==> src/rtl/uart_mmio.sv <==
// uart_mmio: memory-mapped 8N1 UART with a TX FIFO and a single-byte RX holding register.
// Register window: 0x0 TXDATA (push), 0x4 STATUS, 0x8 RXDATA, 0xC reserved.
module uart_mmio #(
    parameter int                    DATA_WIDTH   = 32,
    parameter logic [DATA_WIDTH-1:0] BASE_ADDR    = 32'h1001_0000,
    parameter int                    CLKS_PER_BIT = 434,
    parameter int                    FIFO_DEPTH   = 4
) (
    input  logic                  clk,
    input  logic                  rst,
    input  logic                  MemRead,
    input  logic                  MemWrite,
    input  logic [DATA_WIDTH-1:0] RWAddress,
    input  logic [DATA_WIDTH-1:0] WriteData,
    input  logic                  RxD,
    output logic [DATA_WIDTH-1:0] ReadData,
    output logic                  Sel,
    output logic                  TxD
);
    localparam int BAUD_W = $clog2(CLKS_PER_BIT);
    localparam int PTR_W  = $clog2(FIFO_DEPTH);
    localparam logic [BAUD_W-1:0] BAUD_LAST = BAUD_W'(CLKS_PER_BIT - 1);
    localparam logic [BAUD_W-1:0] BAUD_HALF = BAUD_W'(CLKS_PER_BIT / 2 - 1);
    localparam logic [PTR_W:0]    FIFO_FULL = (PTR_W + 1)'(FIFO_DEPTH);

    typedef enum logic [1:0] {T_IDLE, T_START, T_DATA, T_STOP} tx_state_t;
    typedef enum logic [1:0] {R_IDLE, R_START, R_DATA, R_STOP} rx_state_t;

    // ---------------- bus decode ----------------
    logic [3:0] offset;
    logic       wr_txdata, wr_status, rd_rxdata;
    logic       unused_wdata;

    assign Sel          = (RWAddress[DATA_WIDTH-1:4] == BASE_ADDR[DATA_WIDTH-1:4]);
    assign offset       = RWAddress[3:0];
    assign wr_txdata    = Sel && MemWrite && (offset == 4'h0);
    assign wr_status    = Sel && MemWrite && (offset == 4'h4);
    assign rd_rxdata    = Sel && MemRead  && (offset == 4'h8);
    assign unused_wdata = ^WriteData[DATA_WIDTH-1:8];

    // ---------------- TX FIFO ----------------
    logic [7:0]       fifo_mem [FIFO_DEPTH];
    logic [PTR_W-1:0] wr_ptr, rd_ptr;
    logic [PTR_W:0]   fifo_count;
    logic             fifo_full, fifo_empty, tx_pop, push_ok, push_drop;
    tx_state_t        tx_state, tx_next;

    assign fifo_full  = (fifo_count == FIFO_FULL);
    assign fifo_empty = (fifo_count == '0);
    assign tx_pop     = (tx_state == T_IDLE) && !fifo_empty;
    // A pop in the same cycle frees a slot, so a push into a full FIFO still lands.
    assign push_ok    = wr_txdata && (!fifo_full || tx_pop);
    assign push_drop  = wr_txdata && fifo_full && !tx_pop;

    // FIFO storage write port.
    // NOTE: the data array has no reset; only pointers and count need a known value,
    // and leaving the array unreset lets it map onto plain registers or RAM.
    always_ff @(posedge clk) begin
        if (push_ok) fifo_mem[wr_ptr] <= WriteData[7:0];
    end

    // FIFO pointers and occupancy; pointers wrap naturally (depth is a power of two).
    // NOTE: sequential state uses non-blocking assignments so every flop samples
    // pre-edge values regardless of statement order.
    always_ff @(posedge clk or negedge rst) begin
        if (!rst) begin
            wr_ptr     <= '0;
            rd_ptr     <= '0;
            fifo_count <= '0;
        end else begin
            if (push_ok) wr_ptr <= wr_ptr + PTR_W'(1);
            if (tx_pop)  rd_ptr <= rd_ptr + PTR_W'(1);
            case ({push_ok, tx_pop})
                2'b10:   fifo_count <= fifo_count + (PTR_W + 1)'(1);
                2'b01:   fifo_count <= fifo_count - (PTR_W + 1)'(1);
                default: fifo_count <= fifo_count;
            endcase
        end
    end

    // ---------------- TX engine ----------------
    logic [BAUD_W-1:0] tx_baud;
    logic [2:0]        tx_bit;
    logic [7:0]        tx_shift;
    logic              tx_done, txd_q;

    assign tx_done = (tx_baud == BAUD_LAST);
    assign TxD     = txd_q;

    // TX state register.
    always_ff @(posedge clk or negedge rst) begin
        if (!rst) tx_state <= T_IDLE;
        else      tx_state <= tx_next;
    end

    // TX next-state logic.
    // NOTE: the default assignment first keeps this block free of inferred latches.
    always_comb begin
        tx_next = tx_state;
        case (tx_state)
            T_IDLE:  if (!fifo_empty) tx_next = T_START;
            T_START: if (tx_done) tx_next = T_DATA;
            T_DATA:  if (tx_done && tx_bit == 3'd7) tx_next = T_STOP;
            T_STOP:  if (tx_done) tx_next = T_IDLE;
            default: tx_next = T_IDLE;
        endcase
    end

    // TX baud/bit counters, shift register and registered line driver (one cycle behind state).
    always_ff @(posedge clk or negedge rst) begin
        if (!rst) begin
            tx_baud  <= '0;
            tx_bit   <= '0;
            tx_shift <= '0;
            txd_q    <= 1'b1;
        end else begin
            case (tx_state)
                T_START: txd_q <= 1'b0;
                T_DATA:  txd_q <= tx_shift[0];
                default: txd_q <= 1'b1;
            endcase
            if (tx_state == T_IDLE) begin
                tx_baud <= '0;
                tx_bit  <= '0;
                if (tx_pop) tx_shift <= fifo_mem[rd_ptr];
            end else if (tx_done) begin
                tx_baud <= '0;
                if (tx_state == T_DATA) begin
                    tx_shift <= {1'b0, tx_shift[7:1]};
                    tx_bit   <= tx_bit + 3'd1;
                end
            end else begin
                tx_baud <= tx_baud + BAUD_W'(1);
            end
        end
    end

    // ---------------- RX engine ----------------
    logic              rx_sync1, rx_line;
    rx_state_t         rx_state, rx_next;
    logic [BAUD_W-1:0] rx_baud;
    logic [2:0]        rx_bit;
    logic [7:0]        rx_shift;
    logic              rx_full_bit, rx_half_bit, rx_done_ok, rx_done_bad;

    assign rx_full_bit = (rx_baud == BAUD_LAST);
    assign rx_half_bit = (rx_baud == BAUD_HALF);
    assign rx_done_ok  = (rx_state == R_STOP) && rx_full_bit && rx_line;
    assign rx_done_bad = (rx_state == R_STOP) && rx_full_bit && !rx_line;

    // Two-flop synchronizer for the asynchronous serial input; idles high.
    always_ff @(posedge clk or negedge rst) begin
        if (!rst) begin
            rx_sync1 <= 1'b1;
            rx_line  <= 1'b1;
        end else begin
            rx_sync1 <= RxD;
            rx_line  <= rx_sync1;
        end
    end

    // RX state register.
    always_ff @(posedge clk or negedge rst) begin
        if (!rst) rx_state <= R_IDLE;
        else      rx_state <= rx_next;
    end

    // RX next-state logic; a start bit that is high again at mid-bit is a glitch.
    always_comb begin
        rx_next = rx_state;
        case (rx_state)
            R_IDLE:  if (!rx_line) rx_next = R_START;
            R_START: if (rx_half_bit) rx_next = rx_line ? R_IDLE : R_DATA;
            R_DATA:  if (rx_full_bit && rx_bit == 3'd7) rx_next = R_STOP;
            R_STOP:  if (rx_full_bit) rx_next = R_IDLE;
            default: rx_next = R_IDLE;
        endcase
    end

    // RX baud/bit counters and LSB-first shift register.
    always_ff @(posedge clk or negedge rst) begin
        if (!rst) begin
            rx_baud  <= '0;
            rx_bit   <= '0;
            rx_shift <= '0;
        end else begin
            case (rx_state)
                R_IDLE: begin
                    rx_baud <= '0;
                    rx_bit  <= '0;
                end
                R_START: rx_baud <= rx_half_bit ? '0 : rx_baud + BAUD_W'(1);
                R_DATA: begin
                    if (rx_full_bit) begin
                        rx_baud  <= '0;
                        rx_shift <= {rx_line, rx_shift[7:1]};
                        rx_bit   <= rx_bit + 3'd1;
                    end else begin
                        rx_baud <= rx_baud + BAUD_W'(1);
                    end
                end
                default: rx_baud <= rx_full_bit ? '0 : rx_baud + BAUD_W'(1);
            endcase
        end
    end

    // ---------------- status / data registers ----------------
    logic [7:0] rx_byte;
    logic       rx_valid, rx_overrun, frame_err, tx_overflow;
    logic [6:0] status;

    assign status = {rx_overrun, frame_err, tx_overflow, rx_valid,
                     fifo_empty, fifo_full, (tx_state != T_IDLE)};

    // Sticky flags: a STATUS write clears them, but an event on the same edge wins.
    always_ff @(posedge clk or negedge rst) begin
        if (!rst) begin
            rx_byte     <= '0;
            rx_valid    <= 1'b0;
            rx_overrun  <= 1'b0;
            frame_err   <= 1'b0;
            tx_overflow <= 1'b0;
        end else begin
            if (wr_status) begin
                rx_overrun  <= 1'b0;
                frame_err   <= 1'b0;
                tx_overflow <= 1'b0;
            end
            if (push_drop)   tx_overflow <= 1'b1;
            if (rx_done_bad) frame_err   <= 1'b1;
            if (rx_done_ok) begin
                rx_byte  <= rx_shift;
                rx_valid <= 1'b1;
                if (rx_valid && !rd_rxdata) rx_overrun <= 1'b1;
            end else if (rd_rxdata) begin
                rx_valid <= 1'b0;
            end
        end
    end

    // Combinational read mux; zero unless this window is selected and read.
    always_comb begin
        ReadData = '0;
        if (Sel && MemRead) begin
            case (offset)
                4'h4:    ReadData = DATA_WIDTH'(status);
                4'h8:    ReadData = DATA_WIDTH'(rx_byte);
                default: ReadData = '0;
            endcase
        end
    end
endmodule

==> config.mk <==
export PLATFORM = sky130hd
export DESIGN_NAME = uart_mmio
export DESIGN_NICKNAME = d
export VERILOG_FILES = /design/src/rtl/uart_mmio.sv
export SDC_FILE = /design/constraint.sdc
export NUM_CORES = 1
export LEC_CHECK = 0
export ABC_AREA = 1
export BUFFER_PORTS_ARGS = -buffer_cell sky130_fd_sc_hd__buf_2
export CAP_MARGIN = 30
export CORE_MARGIN = 2
export CORE_UTILIZATION = 45
export CTS_CLUSTER_DIAMETER = 40
export DETAILED_ROUTE_END_ITERATION = 7
export GPL_TIMING_DRIVEN = 0
export HOLD_SLACK_MARGIN = 0.1
export PLACE_DENSITY = 0.67
export SYNTH_ARGS = -nofsm -noshare
export SYNTH_HDL_FRONTEND = slang
export SYNTH_SLANG_ARGS = --single-unit
export TNS_END_PERCENT = 100
==> constraint.sdc <==
create_clock -name clk -period 5.8 [get_ports clk]
set_clock_uncertainty 0.15 [all_clocks]
set_input_delay 0 -clock clk [delete_from_list [all_inputs] [get_ports clk]]
set_output_delay 0 -clock clk [all_outputs]
set_load 0.005 [all_outputs]
## Word level (Yosys, flattened, before mapping)

Memories as Yosys holds them, arrays and structs flattened.
Index checks and enable logic that the tools add are counted.

| word-level totals | value |
|---|---|
| bits of input ports | 69 |
| RAM bits | 32 |
| memories kept | 1 |
| output and inout port bits | 34 |
| register bits after elaboration | 66 |
| word-level logic and storage cells | 133 |

Memory list:

| name | words | width | read ports | clocked after Yosys merged registers in | write ports | line | text |
|---|---|---|---|---|---|---|---|
| fifo_mem | 4 | 8 | 1 | 0 | 1 | 42 | `logic [7:0] fifo_mem [FIFO_DEPTH];` |

| cells by class | value |
|---|---|
| muxes and demuxes | 39 |
| $add $sub $neg | 8 |
| equality and inequality tests | 27 |
| reduce and logical (&&, ||, !) cells | 39 |

Operator list:

| cell | count |
|---|---|
| $mux W8 | 5 |
| $mux W9 | 4 |
| $eq A28 B25 Y1 const B | 1 |
| $ne A2 B2 Y1 const B | 10 |
| $add A9 B1 Y9 const B | 2 |
| $eq A9 B9 Y1 const B | 2 |
| $mux W2 | 9 |
| $pmux W9 S2 | 1 |
| $pmux W2 S4 | 2 |
| $pmux W8 S2 | 1 |
| $reduce_bool A2 Y1 | 8 |
| $logic_and A1 B1 Y1 | 15 |
| $mux W3 | 4 |
| $pmux W3 S2 | 2 |
| $eq A2 B2 Y1 const B | 5 |
| $mux W1 | 10 |
| $add A3 B1 Y3 const B | 3 |
| $eq A3 B3 Y1 const B | 3 |
| $eq A9 B8 Y1 const B | 1 |
| $reduce_and A4 Y1 | 2 |
| $eq A2 B1 Y1 const B | 3 |
| $reduce_and A2 Y1 | 3 |
| $logic_not A1 Y1 | 5 |
| $add A2 B1 Y2 const B | 2 |
| other kinds (9) | 10 |

## Depth between registers and ports, before layout

Gate-level depths: netlist of run 1.

| depth | value |
|---|---|
| depth after elaboration | 7 |
| gate-level depth with buffers | 12 |
| depth with buffers taken out | 12 |

## Least setup slack after synthesis of run 1

No wires, ideal clock.

| timing | value |
|---|---|
| kind | reg-to-reg |
| from | reg tx_state[0] |
| to | reg fifo_count[2] |
| stages on the path, launching flop included | 12 |
| path buffers | 0 |
| required time | 5.519 ns |
| arrival | 2.018 ns |
| period minus slack after synthesis | 2.299 ns |
| setup time | 0.131 ns |
| path slack | 3.501 ns |
| path through | dfrtp_1 -> inv_1 -> ha_1 -> inv_1 -> nand2_1 -> nand4_2 -> ha_1 -> inv_1 -> fa_1 -> a21oi_1 -> o21ai_0 -> xor2_1 |

| on the way | value |
|---|---|
| longest elaborated chain between the ends | 6 |
| elaborated cells between the ends (all ways) | 8 |
| those cells by class | eq/ne (2); mux (1); reduce/logical (5) |

Ends and longest elaborated chain:

| item | line | text |
|---|---|---|
| from (decl) | 46 | `tx_state_t tx_state, tx_next;` |
| from (signal assigned) | 93 | `else tx_state <= tx_next;` |
| $logic_not A2 Y1 (*) | 50 | `assign tx_pop = (tx_state == T_IDLE) && !fifo_empty;` |
| $logic_and A1 B1 Y1 (*) | 50 |  |
| $logic_or A1 B1 Y1 | 52 | `assign push_ok = wr_txdata && (!fifo_full \|\| tx_pop);` |
| $logic_and A1 B1 Y1 | 52 |  |
| $eq A2 B1 Y1 / $eq A2 B2 Y1 (equally long branches) | 73 | `case ({push_ok, tx_pop})` |
| $pmux W3 S2 / $reduce_bool A2 Y1 (equally long branches) | n/a |  |
| to (signal assigned) | 74 | `2'b10: fifo_count <= fifo_count + (PTR_W + 1)'(1);` |
| to (signal assigned) | 75 | `2'b01: fifo_count <= fifo_count - (PTR_W + 1)'(1);` |
| to (signal assigned) | 76 | `default: fifo_count <= fifo_count;` |
| to (decl) | 44 | `logic [PTR_W:0] fifo_count;` |

Every way passes the cells marked *; elsewhere a longest branch is shown, timed or not.
A chain may end at the register's enable or synchronous reset.

## Worst setup path in the final report of run 1

| timing | value |
|---|---|
| from | in RWAddress[2] |
| to | reg wr_ptr[1] |

| on the way | value |
|---|---|
| longest elaborated chain between the ends | 3 |

Ends and longest elaborated chain:

| item | line | text |
|---|---|---|
| from (decl) | 13 | `input logic [DATA_WIDTH-1:0] RWAddress,` |
| $logic_not A4 Y1 | 36 | `assign wr_txdata = Sel && MemWrite && (offset == 4'h0);` |
| $logic_and A1 B1 Y1 | 36 |  |
| $logic_and A1 B1 Y1 | 52 |  |
| to (signal assigned) | 71 | `if (push_ok) wr_ptr <= wr_ptr + PTR_W'(1);` |
| to (decl) | 43 | `logic [PTR_W-1:0] wr_ptr, rd_ptr;` |

No other way between the ends.

==> results of run 1 <==
## layout by cell type (no fill, tap or decap), drive strengths merged, types with 7 or more instances in the layout
cell	Yosys	final
o21a	7	7
o21ai	49	49
nand3	24	24
a21oi	9	9
ha	19	19
nand4	8	8
dfrtp	63	63
o211ai	7	7
edfxtp	32	32
o21bai	8	8
nand2	120	120
buf	33	87
clkbuf	1	14
inv	65	66
nor2	66	66
conb	1	24
nor3	13	13
dlygate4sd3	0	18
## layer usage
metal,vias up,GRT usage (%),part of all wire [%]
met5,-,0,0
met4,0,6.79,1.7
met3,19,2.94,3.4
met2,72,31.5,52
met1,1757,20.6,43
li1,1951,-,-
## how the worst max path moves through the flow
stage | to | slack (ns) | cells past startpoint | start
final | wr_ptr[1] | 3.17 | 8 | RWAddress[2]
after detailed placement | fifo_count[2] | 3.23 | 11 | tx_state[0]
after CTS | fifo_mem[2][4] | 3.19 | 6 | RWAddress[2]
after global routing | wr_ptr[1] | 3.04 | 8 | RWAddress[3]
after global placement | fifo_count[2] | 3.31 | 11 | tx_state[0]
after floorplan | fifo_count[2] | 3.50 | 11 | tx_state[0]
## registers in the layout, summed over array words and instances, names as in the netlist, named ones only
name	cells
rd_ptr	2
tx_bit	3
rx_valid	1
frame_err	1
rx_byte	8
tx_state	2
tx_baud	9
TxD	1
rx_line	1
tx_shift	8
rx_bit	3
fifo_mem	32
fifo_count	3
rx_sync1	1
wr_ptr	2
rx_shift	8
tx_overflow	1
rx_overrun	1
rx_state	1
rx_baud	9
## area by class of cell
class / count / area share (%)
Clock buffer: 13 / 3.97
Sequential cell: 98 / 43.2
Clock inverter: 3 / 0.393
Multi-Input combinational cell: 372 / 33.7
Inverter: 65 / 4.16
Tap cell: 140 / 2.90
Timing Repair Buffer: 72 / 7.49
Buffer: 34 / 4.12
## logic make-up after synthesis
family | count (synthesis) | synth area share, %
compound gates | 82 | 10.1
xor+xnor | 6 | 1.04
fa+ha+maj | 20 | 5.08
buf+inv | 99 | 9.87
flops | 98 | 51.6
other cells | 1 | 0.0739
simple gates | 240 | 22.2
## critical path: stages
cell and delay (ns):
dlygate4sd3_1 0.53, buf_2 0.15, nor3_2 0.15, dlygate4sd3_1 0.66, nand4_1 0.11, dlygate4sd3_1 0.57, nand2_1 0.06, dlygate4sd3_1 0.53
## power by group through the flow
| stage | clock (uW) | combinational [uW] | sequential [uW] |
|---|---|---|---|
| 2_1_floorplan | 0 | 23.8 | 730 |
| 3_3_place_gp | 0 | 51.2 | 730 |
| 3_5_place_dp | 0 | 53.0 | 730 |
| 4_1_cts | 548 | 60.7 | 716 |
| 5_1_grt | 572 | 69.2 | 716 |
| 6_report | 536 | 60.4 | 716 |
## what timing repair did
| action | CTS | global route |
|---|---|---|
| buffers inserted | 0 | 0 |
| resized for setup | 0 | 0 |
| endpoints found under the hold margin | 105 | 0 |
| hold buffers | 18 | 0 |
## per-stage QoR
| step | util (%) | power, uW | instance area (um^2) | setup WS [ns] |
|---|---|---|---|---|
| finish | 55.3 | 1310 | 6050 | 3.17 |
| global route | 55.3 | 1360 | 6050 | 3.04 |
| CTS | 55.3 | 1330 | 6050 | 3.19 |
| detailed placement | 51.3 | 783 | 5610 | 3.23 |
| global placement | 51.2 | 781 | 5600 | 3.31 |
| floorplan | - | 754 | 5160 | 3.50 |
==> summary.md, run 1 <==
| Metric | Value |
|---|---|
| Outcome | `completed` |
| Clock-pin slew on the worst setup and hold paths | `0.06 ns` |
| Reg2reg end | `wr_ptr[1]` |
| Most frequent cell after synthesis | `nand2_1` |
| Maximum fanout along the worst path | `4` |
| Die X | `110 um` |
| # DRC | `0` |
| Largest net degree at the start of global routing | `67` |
| Final Setup Violations | `0` |
| Sw Share | `between 20% and 30%` |
| Leakage | `0.00291 uW` |
| Maximum clock rate | `380 MHz` |
| CP endpoint kind | `flop` |
| Clock network power share | `between 40% and 50%` |
| Footprint of the multi-input gates | `0.00204 mm^2` |
| NetSw | `273 uW` |
| Io pins | `103` |
| Cell area after synthesis | `between 0.005 and 0.006 mm^2` |
| Min-delay src | `RWAddress[0]` |
| Synthesized area per cell | `9.29 um^2` |
| GP Congestion | `0.813` |
| Max-cap violations | `0` |
| TNS Setup | `0 ns` |
| Max IR drop VDD | `186 uV` |
| Crit path DAT | `2.76 ns` |
| Yosys warnings | `0` |
| Share of power burned in registers | `54.6%` |
| Die area | `around 0.012 mm^2` |
| Critical Path Start Type | `input port` |
| EDFF count, synth | `32` |
| DR vias | `3799` |
| Area of the core | `roughly 0.011 mm^2` |
| Period minus WS final | `2.63 ns` |
| Drt pass-1 iters | `4` |
| Initial antenna violation count | `0` |
| WS Path Type | `in -> reg` |
| WHS Endpoint | `frame_err` |
| Final hold vios | `0` |
| Max-slew violations | `0` |
| Synth Register Bits | `98` |
| R2R depth | `8` |
| Non-Filler Instances | `797` |
| Unrepaired setup endpoints after global routing | `false` |
| Yosys cell types | `46` |
| CTS Buffer Depth | `2` |
| Initial Util | `46.4%` |
| Final HPWL DP | `7.09 mm` |
| Async set or reset register ratio after synthesis | `67.3%` |
| Clock Tree Root | `clkbuf_16` |
| Comb power frac | `4.6%` |
| Share of Yosys cell area claimed by the top area cell type | `31.1%` |
| Detail Route Antenna Nets | `0` |
| Nets | `741` |
| Sequential fraction of the synthesis area | `51.6%` |
| Worst-Skew Late Latency | `0.34 ns` |
| Vias in the first global route | `3880` |
| Total placed cells including tap cells | `763` |
| Die Y | `110 um` |
| DRT Wirelength | `9.67 mm` |
| R2r setup slk | `3.20 ns` |
| Area grow syn2layout | `19.3%` |
| Tightest Pin Transition | `0.843 ns` |
| First-pass GRT wire length | `16.6 mm` |
| Worst Hold Class | `in -> reg` |
| Top cells by count, synth | `nand2_1, dfrtp_1, nor2_1` |
| Max transition margin | `about 44%` |
| CTS HTree Levels | `3` |
| Wirelength per Cell | `approximately 12 um` |
| ANT cells | `0` |
| # clock sinks | `98` |
| Total global routing track utilization | `17.4%` |
| CTS tree | `yes` |
| Hold Crit Depth | `6` |
| Final period util | `45.4%` |
| Vias per cell | `4.77` |
| Leading register cell type out of synthesis | `dfrtp_1` |
| FP Rows | `38` |
| Final hold slack | `0.107 ns` |
| Synth area leader | `dfrtp_1` |
| Fillers | `963` |
| TritonCTS Buffers | `9` |
| R2R Path Start | `tx_state[0]` |
| Seq. cell area | `0.00262 mm^2` |
| Power per cell area | `217 mW/mm^2` |
| Port bufs | `54` |
| Ranking of synthesized cells by area | `dfrtp_1, edfxtp_1, nand2_1` |
| Syn Inst Count | `546` |
| Data required, critical path | `~5.9 ns` |
| GRT Residual Overflow | `0` |
| DR iter-0 viols | `between 100 and 150` |
| Share of cells above drive strength 1 | `a little over a fifth` |
| Int Power | `1040 uW` |
Power figures use the tool's default switching activity.
==> run 2: changes to the inputs <==
==> constraint.sdc (replaced) <==
create_clock -name clk -period 2.5 [get_ports clk]
set_clock_uncertainty 0.15 [all_clocks]
set_input_delay 0 -clock clk [delete_from_list [all_inputs] [get_ports clk]]
set_output_delay 0 -clock clk [all_outputs]
set_load 0.005 [all_outputs]
==> run 2 against run 1 <==
Effect of this change: flip-flop and latch count stayed put; combinational power is 130% higher; first-iteration DRC count is 15% higher; sequential share of layout area is 0.12 points lower; worst setup slack worse by 3.0 ns; die area stayed put; hold slack better by 0.011 ns; register-to-register slack worse by 3.1 ns; highest routed layer unchanged.
==> summary.md, run 2 (same netlist as run 1, synthesis figures left out) <==
| Metric | Value |
|---|---|
| Port bufs | `54 (unchanged)` |
| Io pins | `103 (unchanged)` |
| CP peak stage delay | `0.38 ns (-0.28 ns)` |
| CP delay by family, top | `adder cells` |
| Area grow syn2layout | `19.6%` |
| Max-slew violations | `0 (unchanged)` |
| Total global routing track utilization | `17.3% (-0.088 points)` |
| Tightest Pin Transition | `0.845 ns (+0.00161 ns)` |
| Drt pass-1 iters | `4 (unchanged)` |
| Vias per cell | `4.75 (-0.26%)` |
| GRT Residual Overflow | `0 (unchanged)` |
| Area of the core | `0.0109 mm^2 (unchanged)` |
| Leakage | `0.00291 uW (+0.11%)` |
| # DRC | `0 (unchanged)` |
| Unrepaired setup endpoints after global routing | `false` |
| Seq. cell area | `0.00262 mm^2 (unchanged)` |
| Fin util | `55.5% (+0.15 points)` |
| Clock Tree Root | `clkbuf_16` |
| Wirelength per Cell | `12.1 um (-0.24%)` |
| First-pass GRT wire length | `16.5 mm (-0.58%)` |
| DP Area | `0.00561 mm^2 (unchanged)` |
| Outcome | `completed` |
| CP cell instances | `inv_1, ha_1, inv_2, nand2_2, nand4_4, ha_1, inv_1, fa_1, a21oi_1, o21ai_0, xor2_1` |
| Max transition margin | `43.7% (+0.10 points)` |
| ANT cells | `0 (unchanged)` |
| Die X | `110 um (unchanged)` |
| Pre-CTS setup slack | `-0.0687 ns (-3.30 ns)` |
| Initial antenna violation count | `0 (unchanged)` |
| Final Setup Violations | `0 (unchanged)` |
| CTS tree | `yes` |
| Maximum clock rate | `420 MHz` |
| Footprint of the multi-input gates | `0.00205 mm^2 (+0.55%)` |
| Maximum fanout along the worst path | `6 (+2)` |
| WS Path Type | `reg -> reg` |
| Die Y | `110 um (unchanged)` |
| Clock-pin slew on the worst setup and hold paths | `0.06 ns (about the same)` |
| DR iter-0 viols | `142 (+15%)` |
| Initial Util | `46.4% (unchanged)` |
| Share of cells above drive strength 1 | `21.7% (+0.58 points)` |
| Final HPWL DP | `7.09 mm (unchanged)` |
| R2R Path Start | `tx_state[0]` |
| CTS Buffer Depth | `2 (unchanged)` |
| FP Rows | `38 (unchanged)` |
| Largest regs | `fifo_mem (32), rx_baud (9), tx_baud (9)` |
| Crit path DAT | `2.44 ns (-0.32 ns)` |
| Worst-Skew Late Latency | `0.34 ns (about the same)` |
| Top reg by flops | `fifo_mem` |
| Final Power | `3050 uW (+130%)` |
| Crit path depth | `11 (+3)` |
| Post-route setup slack | `0.121 ns (-3.05 ns)` |
| Critical path origin | `tx_state[0]` |
| Number of flip-flops in the largest register | `32 (unchanged)` |
| CTS HTree Levels | `3 (unchanged)` |
| Critical Path Start Type | `flop` |
| Fillers | `961 (-0.21%)` |
| Non-Filler Instances | `798 (+0.13%)` |
| GP Congestion | `0.813 (unchanged)` |
| Nets | `742 (+0.13%)` |
| Most frequent cells in the layout | `nand2_1, dfrtp_1, nor2_1` |
| Total placed cells including tap cells | `763 (unchanged)` |
| DRT Wirelength | `9.66 mm (-0.11%)` |
| Die area | `0.0121 mm^2 (unchanged)` |
| CP endpoint kind | `flop` |
| DR vias | `3794 (-0.13%)` |
| Min-delay src | `RWAddress[0]` |
| Final period util | `95.2%` |
| Max IR drop VDD | `432 uV (+130%)` |
| Largest net degree at the start of global routing | `67 (unchanged)` |
| CP Buf/Inv Count | `3 (-2)` |
| Power per cell area | `502 mW/mm^2 (+130%)` |
| Worst Hold Class | `in -> reg` |
| Data required, critical path | `2.56 ns (-3.37 ns)` |
| Final instance area | `0.00607 mm^2 (+0.27%)` |
| TritonCTS Buffers | `9 (unchanged)` |
| Hold Crit Depth | `6 (unchanged)` |
| R2R depth | `11 (+3)` |
| Final hold vios | `0 (unchanged)` |
| Most common library cell in the layout ignoring fill and taps | `nand2_1` |
| Vias in the first global route | `3857 (-0.59%)` |
| # clock sinks | `98 (unchanged)` |
| Detail Route Antenna Nets | `0 (unchanged)` |
| Period minus WS final | `2.38 ns` |
| Max-cap violations | `0 (unchanged)` |
| Slowest CP cell | `fa_1` |
==> run 2: stage by stage <==
step | setup TNS, ns | hold slack (ns)
finish | 0 | 0.118
global route | 0 | 0.151
CTS | 0 | 0.106
detailed placement | -0.0984 | -0.0438
global placement | 0 | -0.0448
floorplan | 0 | -0.446
==> run 2: repair_timing <==
item	CTS	global route
hold buffers	17	0
resized for setup	2	1
setup endpoints to repair	9	26
hold endpoints to repair	107	0
gates cloned	0	0
buffers inserted	1	1
==> run 2: area by class of cell <==
cell class / count / share of cell area, %
clock buffer: 13 / 3.96
tap: 140 / 2.89
buffer: 34 / 4.10
multi-input combinational: 372 / 33.8
sequential: 98 / 43.1
inverter: 65 / 4.15
clock inverter: 3 / 0.392
timing repair buffer: 73 / 7.55
==> run 2: final timing paths <==
kind	endpoint	slack (ns)
setup / recovery	fifo_count[2]	0.12
hold / removal	frame_err	0.12
setup reg to reg	fifo_count[2]	0.12
hold reg to reg	rx_line	0.21
max in group asynchronous	rx_baud[7]	1.48
min in group asynchronous	tx_baud[4]	0.17
==> run 2: worst register-to-register path, delay by kind of cell (launching register included) <==
kind | cells | cell delay [ns]
adder cells (fa/ha/maj) | 3 | 0.80
flip-flops | 1 | 0.35
buffers and inverters | 3 | 0.28
AND/OR/NAND/NOR | 2 | 0.27
AO/OA/AOI/OAI | 2 | 0.25
XOR/XNOR | 1 | 0.15
==> run 2: report_power, final <==
| group | internal [uW] | switching [uW] | total (uW) |
|---|---|---|---|
| Combinational | 70.7 | 70.0 | 141 |
| Clock | 680 | 563 | 1240 |
| Sequential | 1660 | 1.10 | 1660 |
==> run 2: routing by layer <==
metal / GRT usage (%) / share of wire [%] / vias to the layer above
met4: 6.79 / 1.8 / 0
met5: 0 / 0 / -
li1: - / - / 1952
met3: 2.94 / 3.3 / 19
met1: 20.6 / 43 / 1753
met2: 31.3 / 52 / 70
